[src/rtl/t_ff_count_ctrl_pkg.sv]
// Shared encodings for the toggle-flop counter sequencer.
package t_ff_count_ctrl_pkg;

    // Controller states. The encoding is fixed so external debug tools can decode it.
    typedef enum logic [1:0] {
        ST_IDLE = 2'b00,
        ST_RUN  = 2'b01,
        ST_DONE = 2'b10
    } state_t;

    // Source selected by the toggle-vector priority mux, highest priority first.
    typedef enum logic [2:0] {
        SRC_ZERO    = 3'd0,  // no toggles (idle, done, paused, stopping)
        SRC_CLEAR   = 3'd1,  // t = count           -> count becomes 0
        SRC_LOAD    = 3'd2,  // t = count ^ load_val -> count becomes load_val
        SRC_WRAP_UP = 3'd3,  // t = count           -> wrap to 0
        SRC_INC     = 3'd4,  // ripple-carry increment pattern
        SRC_WRAP_DN = 3'd5,  // t = limit (count is 0) -> wrap to limit
        SRC_DEC     = 3'd6   // ripple-borrow decrement pattern
    } tsel_t;

endpackage

[src/rtl/t_ff_cell.sv]
// Single toggle flip-flop: q flips on each rising edge where t is high.
module t_ff_cell (
    input  logic clk,
    input  logic rst,
    input  logic t,
    output logic q,
    output logic q_bar
);

    // Toggle storage with asynchronous active-low clear.
    always_ff @(posedge clk or negedge rst) begin
        if (!rst) begin
            q <= 1'b0;
        end else begin
            q <= q ^ t;
        end
    end

    assign q_bar = ~q;

endmodule

[src/rtl/t_ff_count_ctrl.sv]
// Sequencer that drives a bank of toggle flops as a programmable modulo
// up/down counter with start/stop, pause, clear/load and one-shot completion.
//
// Handshake note: start, stop, clear and load are single-cycle command pulses
// sampled on the rising edge; there is no ready/acknowledge. pause, up_dn and
// one_shot are levels sampled every cycle. Every command takes effect on the
// next rising edge; there is no combinational path from inputs to count.
module t_ff_count_ctrl
    import t_ff_count_ctrl_pkg::*;
#(
    parameter int WIDTH = 4
) (
    input  logic             clk,
    input  logic             rst,
    input  logic             start,
    input  logic             stop,
    input  logic             pause,
    input  logic             up_dn,
    input  logic             one_shot,
    input  logic             clear,
    input  logic             load,
    input  logic [WIDTH-1:0] load_val,
    input  logic [WIDTH-1:0] limit,
    output logic [WIDTH-1:0] count,
    output logic             tc,
    output logic             running,
    output logic             done,
    output state_t           dbg_state
);

    state_t           state_q;
    state_t           state_d;
    tsel_t            tsel;
    logic [WIDTH-1:0] t;
    logic [WIDTH-1:0] count_n;
    logic             wrap;
    logic             carry;

    assign dbg_state = state_q;

    // Priority select for the toggle source.
    always_comb begin
        tsel = SRC_ZERO;
        if (clear) begin
            tsel = SRC_CLEAR;
        end else if (load) begin
            tsel = SRC_LOAD;
        end else if (state_q == ST_RUN && !stop && !pause) begin
            if (up_dn) begin
                tsel = (count >= limit) ? SRC_WRAP_UP : SRC_INC;
            end else begin
                tsel = (count == '0) ? SRC_WRAP_DN : SRC_DEC;
            end
        end
    end

    // Build the toggle vector; increment/decrement use a running carry/borrow.
    // The borrow chain reads the flops' q_bar outputs (all-ones below bit i).
    always_comb begin
        t     = '0;
        carry = 1'b1;
        case (tsel)
            SRC_CLEAR:   t = count;
            SRC_LOAD:    t = count ^ load_val;
            SRC_WRAP_UP: t = count;
            SRC_WRAP_DN: t = limit;
            SRC_INC: begin
                for (int i = 0; i < WIDTH; i++) begin
                    t[i]  = carry;
                    carry = carry & count[i];
                end
            end
            SRC_DEC: begin
                for (int i = 0; i < WIDTH; i++) begin
                    t[i]  = carry;
                    carry = carry & count_n[i];
                end
            end
            default: t = '0;
        endcase
    end

    assign wrap = (tsel == SRC_WRAP_UP) || (tsel == SRC_WRAP_DN);

    // Next-state logic; clear/load own the cycle and leave the state alone.
    always_comb begin
        state_d = state_q;
        if (!clear && !load) begin
            case (state_q)
                ST_IDLE, ST_DONE: begin
                    if (start) state_d = ST_RUN;
                end
                ST_RUN: begin
                    if (stop) begin
                        state_d = ST_IDLE;
                    end else if (wrap && one_shot) begin
                        state_d = ST_DONE;
                    end
                end
                default: state_d = ST_IDLE;
            endcase
        end
    end

    // State register plus registered tc pulse and status flags.
    always_ff @(posedge clk or negedge rst) begin
        if (!rst) begin
            state_q <= ST_IDLE;
            tc      <= 1'b0;
            running <= 1'b0;
            done    <= 1'b0;
        end else begin
            state_q <= state_d;
            tc      <= wrap;
            running <= (state_d == ST_RUN);
            done    <= (state_d == ST_DONE);
        end
    end

    // Toggle-flop storage bank.
    for (genvar i = 0; i < WIDTH; i++) begin : g_bank
        t_ff_cell u_cell (
            .clk   (clk),
            .rst   (rst),
            .t     (t[i]),
            .q     (count[i]),
            .q_bar (count_n[i])
        );
    end

endmodule
[config.mk]
export PLATFORM = sky130hd
export DESIGN_NAME = t_ff_count_ctrl
export DESIGN_NICKNAME = d
export VERILOG_FILES = /design/src/rtl/t_ff_count_ctrl_pkg.sv /design/src/rtl/t_ff_cell.sv /design/src/rtl/t_ff_count_ctrl.sv
export SDC_FILE = /design/constraint.sdc
export NUM_CORES = 1
export LEC_CHECK = 0
export ABC_AREA = 1
export BUFFER_PORTS_ARGS = -buffer_cell sky130_fd_sc_hd__clkbuf_2
export CORE_MARGIN = 2
export CORE_UTILIZATION = 50
export DETAILED_ROUTE_END_ITERATION = 16
export HOLD_SLACK_MARGIN = 0.08
export PLACE_DENSITY_LB_ADDON = 0.12
export SYNTH_ARGS = -nofsm -noshare
export SYNTH_HDL_FRONTEND = slang
export SYNTH_SLANG_ARGS = --single-unit
[constraint.sdc]
create_clock -name clk -period 4.9 [get_ports clk]
set_input_delay 0.98 -clock clk [delete_from_list [all_inputs] [get_ports clk]]
set_output_delay 0.98 -clock clk [all_outputs]
set_load 0.01 [all_outputs]
==> key figures <==
Outcome
  • Status: finished clean

Critical path
  • Crit Path Max Fanout: 4
  • Worst reg2reg path startpoint: g_bank[0].u_cell.q$_DFF_PN0_
  • Worst flop-to-flop path endpoint: g_bank[2].u_cell.q$_DFF_PN0_
  • Worst setup EP type: register
  • Flop-to-flop setup slack: 2.71 ns
  • Arrival time worst endpoint: 2.63 ns
  • Critical path cell sequence: clkbuf_2 > inv_1 > ha_1 > a21oi_1 > nand3_1 > nand2_1 > nand2_1 > nor2_1 > nand3_1 > nand2_1 > nor2_1 > nand3_1 > nand2_1
  • Worst Setup EP: g_bank[2].u_cell.q$_DFF_PN0_
  • CP required: 5.06 ns
  • Most frequent CP cell: nand2_1
  • Slowest stage delay, CP: 0.30 ns
  • Critical path origin: limit[3]
  • Reg2Reg Depth: 14
  • Critical Path Start Type: input pin
  • Setup CP Type: input pin to register
  • Crit-path slowest cell: ha_1

Timing
  • Worst clock skew: 0.002731 ns
  • Max-slew headroom: 76.83%
  • Actual slew at the worst max-slew pin: 0.3476 ns
  • Fin crit share: 50.41%
  • Slew Viols, Final: 0
  • Final hold viol count: 0
  • Final setup fails: 0
  • Achievable clock frequency: 404.8 MHz
  • Final WS setup: 2.430 ns
  • TNS Setup: 0 ns
  • Final Critical Period: 2.470 ns
  • RSZ-0062 raised after global routing: no

GRT
  • Global Route Usage Sum: 20.11%
  • Largest net degree at the start of global routing: 10
  • Vias in the first global route: 802
  • Initial antenna violation count: 0
  • First-pass GRT wire length: 3.098 mm
  • Final global-route overflow total: 0

Floorplanning
  • Placeable Area: 0.001689 sq mm
  • Site Rows: 15
  • Die X: 45.97 microns
  • Initial core utilization: 52.15%
  • Die area: 0.002113 sq mm
  • Io pins: 26
  • Die Y: 45.97 microns

Layout
  • Most frequent cells in the layout: nand2_1 (41), clkbuf_2 (25), inv_1 (23)
  • Ratio of cells with drive above 1 in the final layout: 24.38%
  • N_diodes: 0
  • Post-route design area: 0.001013 sq mm
  • Final Util: 60.00%
  • Filler cells: 183
  • Multi-input logic area: 528.0 sq um
  • Non-filler cells, final: 177
  • Storage cell area: 225.2 sq um
  • Syn-to-layout area delta: 15.06%
  • Fin nets: 182
  • Commonest non-fill, non-tap cell in the layout: nand2_1

Clock network
  • Postcts setup bufs: 0
  • CTS max path bufs: 2
  • Clk slew on worst S/H paths: 0.07 ns
  • Htree depth: 1
  • # hold bufs at CTS: 0
  • Cts bufs inserted: 3
  • Post-cts sizing count: 0
  • Worst-Skew Late Latency: 0.26 ns
  • Clock Sinks: 9
  • CTS tree: built
  • Clock root buffer: clkbuf_4

Yosys
  • Register area share after synthesis: 25.57%
  • Mapped cell area: 880.8 sq um
  • Post-synth cell types: 24
  • Syn Nets: 157
  • Synth warn: 0
  • Synthesized flop and latch total: 9
  • Avg Inst Size Synth: 6.477 sq um
  • Cells after synthesis: 136

Run
  • Reported max-cap violation count: 0

Detailed routing
  • Routed WL per cell: 10.33 microns
  • Vias/cell: 4.893
  • Drt initial violations: 25
  • Antenna-violating nets left: 0
  • WL final: 1.828 mm
  • Drt pass-1 iters: 4
  • Drt drc: 0
  • Vias: 866

Placement
  • Inst Count DP: 173
  • Dpl cell area: 985.9 sq um
  • DP Wirelength: 1.534 mm
  • GPL Wtd Cong: 0.8197
  • Count of input and output buffers: 25
  • Pre-CTS WS: 2.186 ns

Pwr
  • Switch Pwr: 169.5 uW
  • Combinational share of power: 49.5%
  • Static Leak: 0.6212 nW
  • Seq pwr share: 34.6%
  • Clock power share: 15.9%
  • Cell Int Power: 198.3 uW
  • Switching share of total power: 46.09%
  • Peak supply drop: 0.2138 mV
  • Pwr Density: 362.8 mW/mm^2

Min path
  • Worst hold path class: input pin to async pin
## cells in the mapped netlist
cell type   n  share of area [%]
buf_4       4                3.4
a21oi_4     1                1.8
nor2_2      2                1.4
nand2_1    41                 17
nand2_2     2                1.4
xnor2_1     1               0.99
nand4_1     4                2.8
a21boi_2    1                1.3
o211ai_1    1               0.85
o21ai_0     2                1.1
nand3b_1    1               0.85
buf_6       1                1.3
xor2_1      3                3.0
o21ai_1     2                1.1
ha_1        4                5.7
nor2_1     13                5.5
inv_1      23                9.8
o21bai_1    1               0.85
a21oi_2     1               0.99
a21oi_1     2                1.1
o21ai_2     1               0.99
nor2_4      2                2.6
dfrtp_1     9                 26
nand3_1    14                8.0
## kinds of logic (layout without fill, tap and decap cells)
group	count (synthesis)	after routing	synth area share, %
AO/OA/AOI/OAI	12	12	10.23
XOR/XNOR	4	4	3.978
AND/OR/NAND/NOR	79	79	40.06
flip-flops	9	9	25.57
adder cells (fa/ha/maj)	4	4	5.682
buffers and inverters	28	52	14.49
## critical path: cells and delay by family
family                     cells  cell delay, ns
and+or+nand+nor                9            1.04
adders and majority gates      1            0.30
AOI/OAI and AO/OA              1            0.18
buffers and inverters          2            0.11
## registers in the layout, indices dropped and copies added (netlist names)
name / cells
done: 1
g_bank.u_cell.q: 4
tc: 1
dbg_state: 2
running: 1
## area by class of cell
cell class                      count  share of cell area, %
Inverter                           23                  8.519
Sequential cell                     9                  22.22
Timing Repair Buffer               25                  12.35
Multi-Input combinational cell     99                  52.10
Tap cell                           17                  2.099
Clock buffer                        3                  2.222
Clock inverter                      1                 0.4938
## power groups by stage
stage	logic [mW]	registers, mW	clock network (mW)
after floorplan	0.168	0.116	0
after global placement	0.181	0.127	0
after detailed placement	0.183	0.129	0
after CTS	0.184	0.128	0.0602
after global routing	0.213	0.132	0.0632
final	0.182	0.127	0.0586
## stage by stage
stage	total power [mW]	hold slack [ns]
6_report	0.3677	0.5611
3_3_place_gp	0.3082	0.6048
4_1_cts	0.3718	0.5529
3_5_place_dp	0.3119	0.6202
2_1_floorplan	0.2846	0.6016
5_1_grt	0.4085	0.5626
## routing by layer
layer | vias to the layer above | part of all wire (%) | global-route usage [%]
met1 | 365 | 45 | 23.08
met2 | 27 | 50 | 36.67
met4 | 0 | 0.38 | 3.429
met5 | - | 0 | 0
li1 | 470 | - | -
met3 | 4 | 4.9 | 5.952
## worst min-delay path by stage
stage | start | to | cells after the start
detailed placement | dbg_state[1]$_DFF_PN0_ | dbg_state[1]$_DFF_PN0_ | 2
global placement | dbg_state[1]$_DFF_PN0_ | dbg_state[1]$_DFF_PN0_ | 2
global route | rst | tc$_DFF_PN0_ | 1
finish | rst | tc$_DFF_PN0_ | 1
CTS | rst | tc$_DFF_PN0_ | 1
floorplan | g_bank[3].u_cell.q$_DFF_PN0_ | g_bank[3].u_cell.q$_DFF_PN0_ | 3
(Power assumes the default switching activity.)
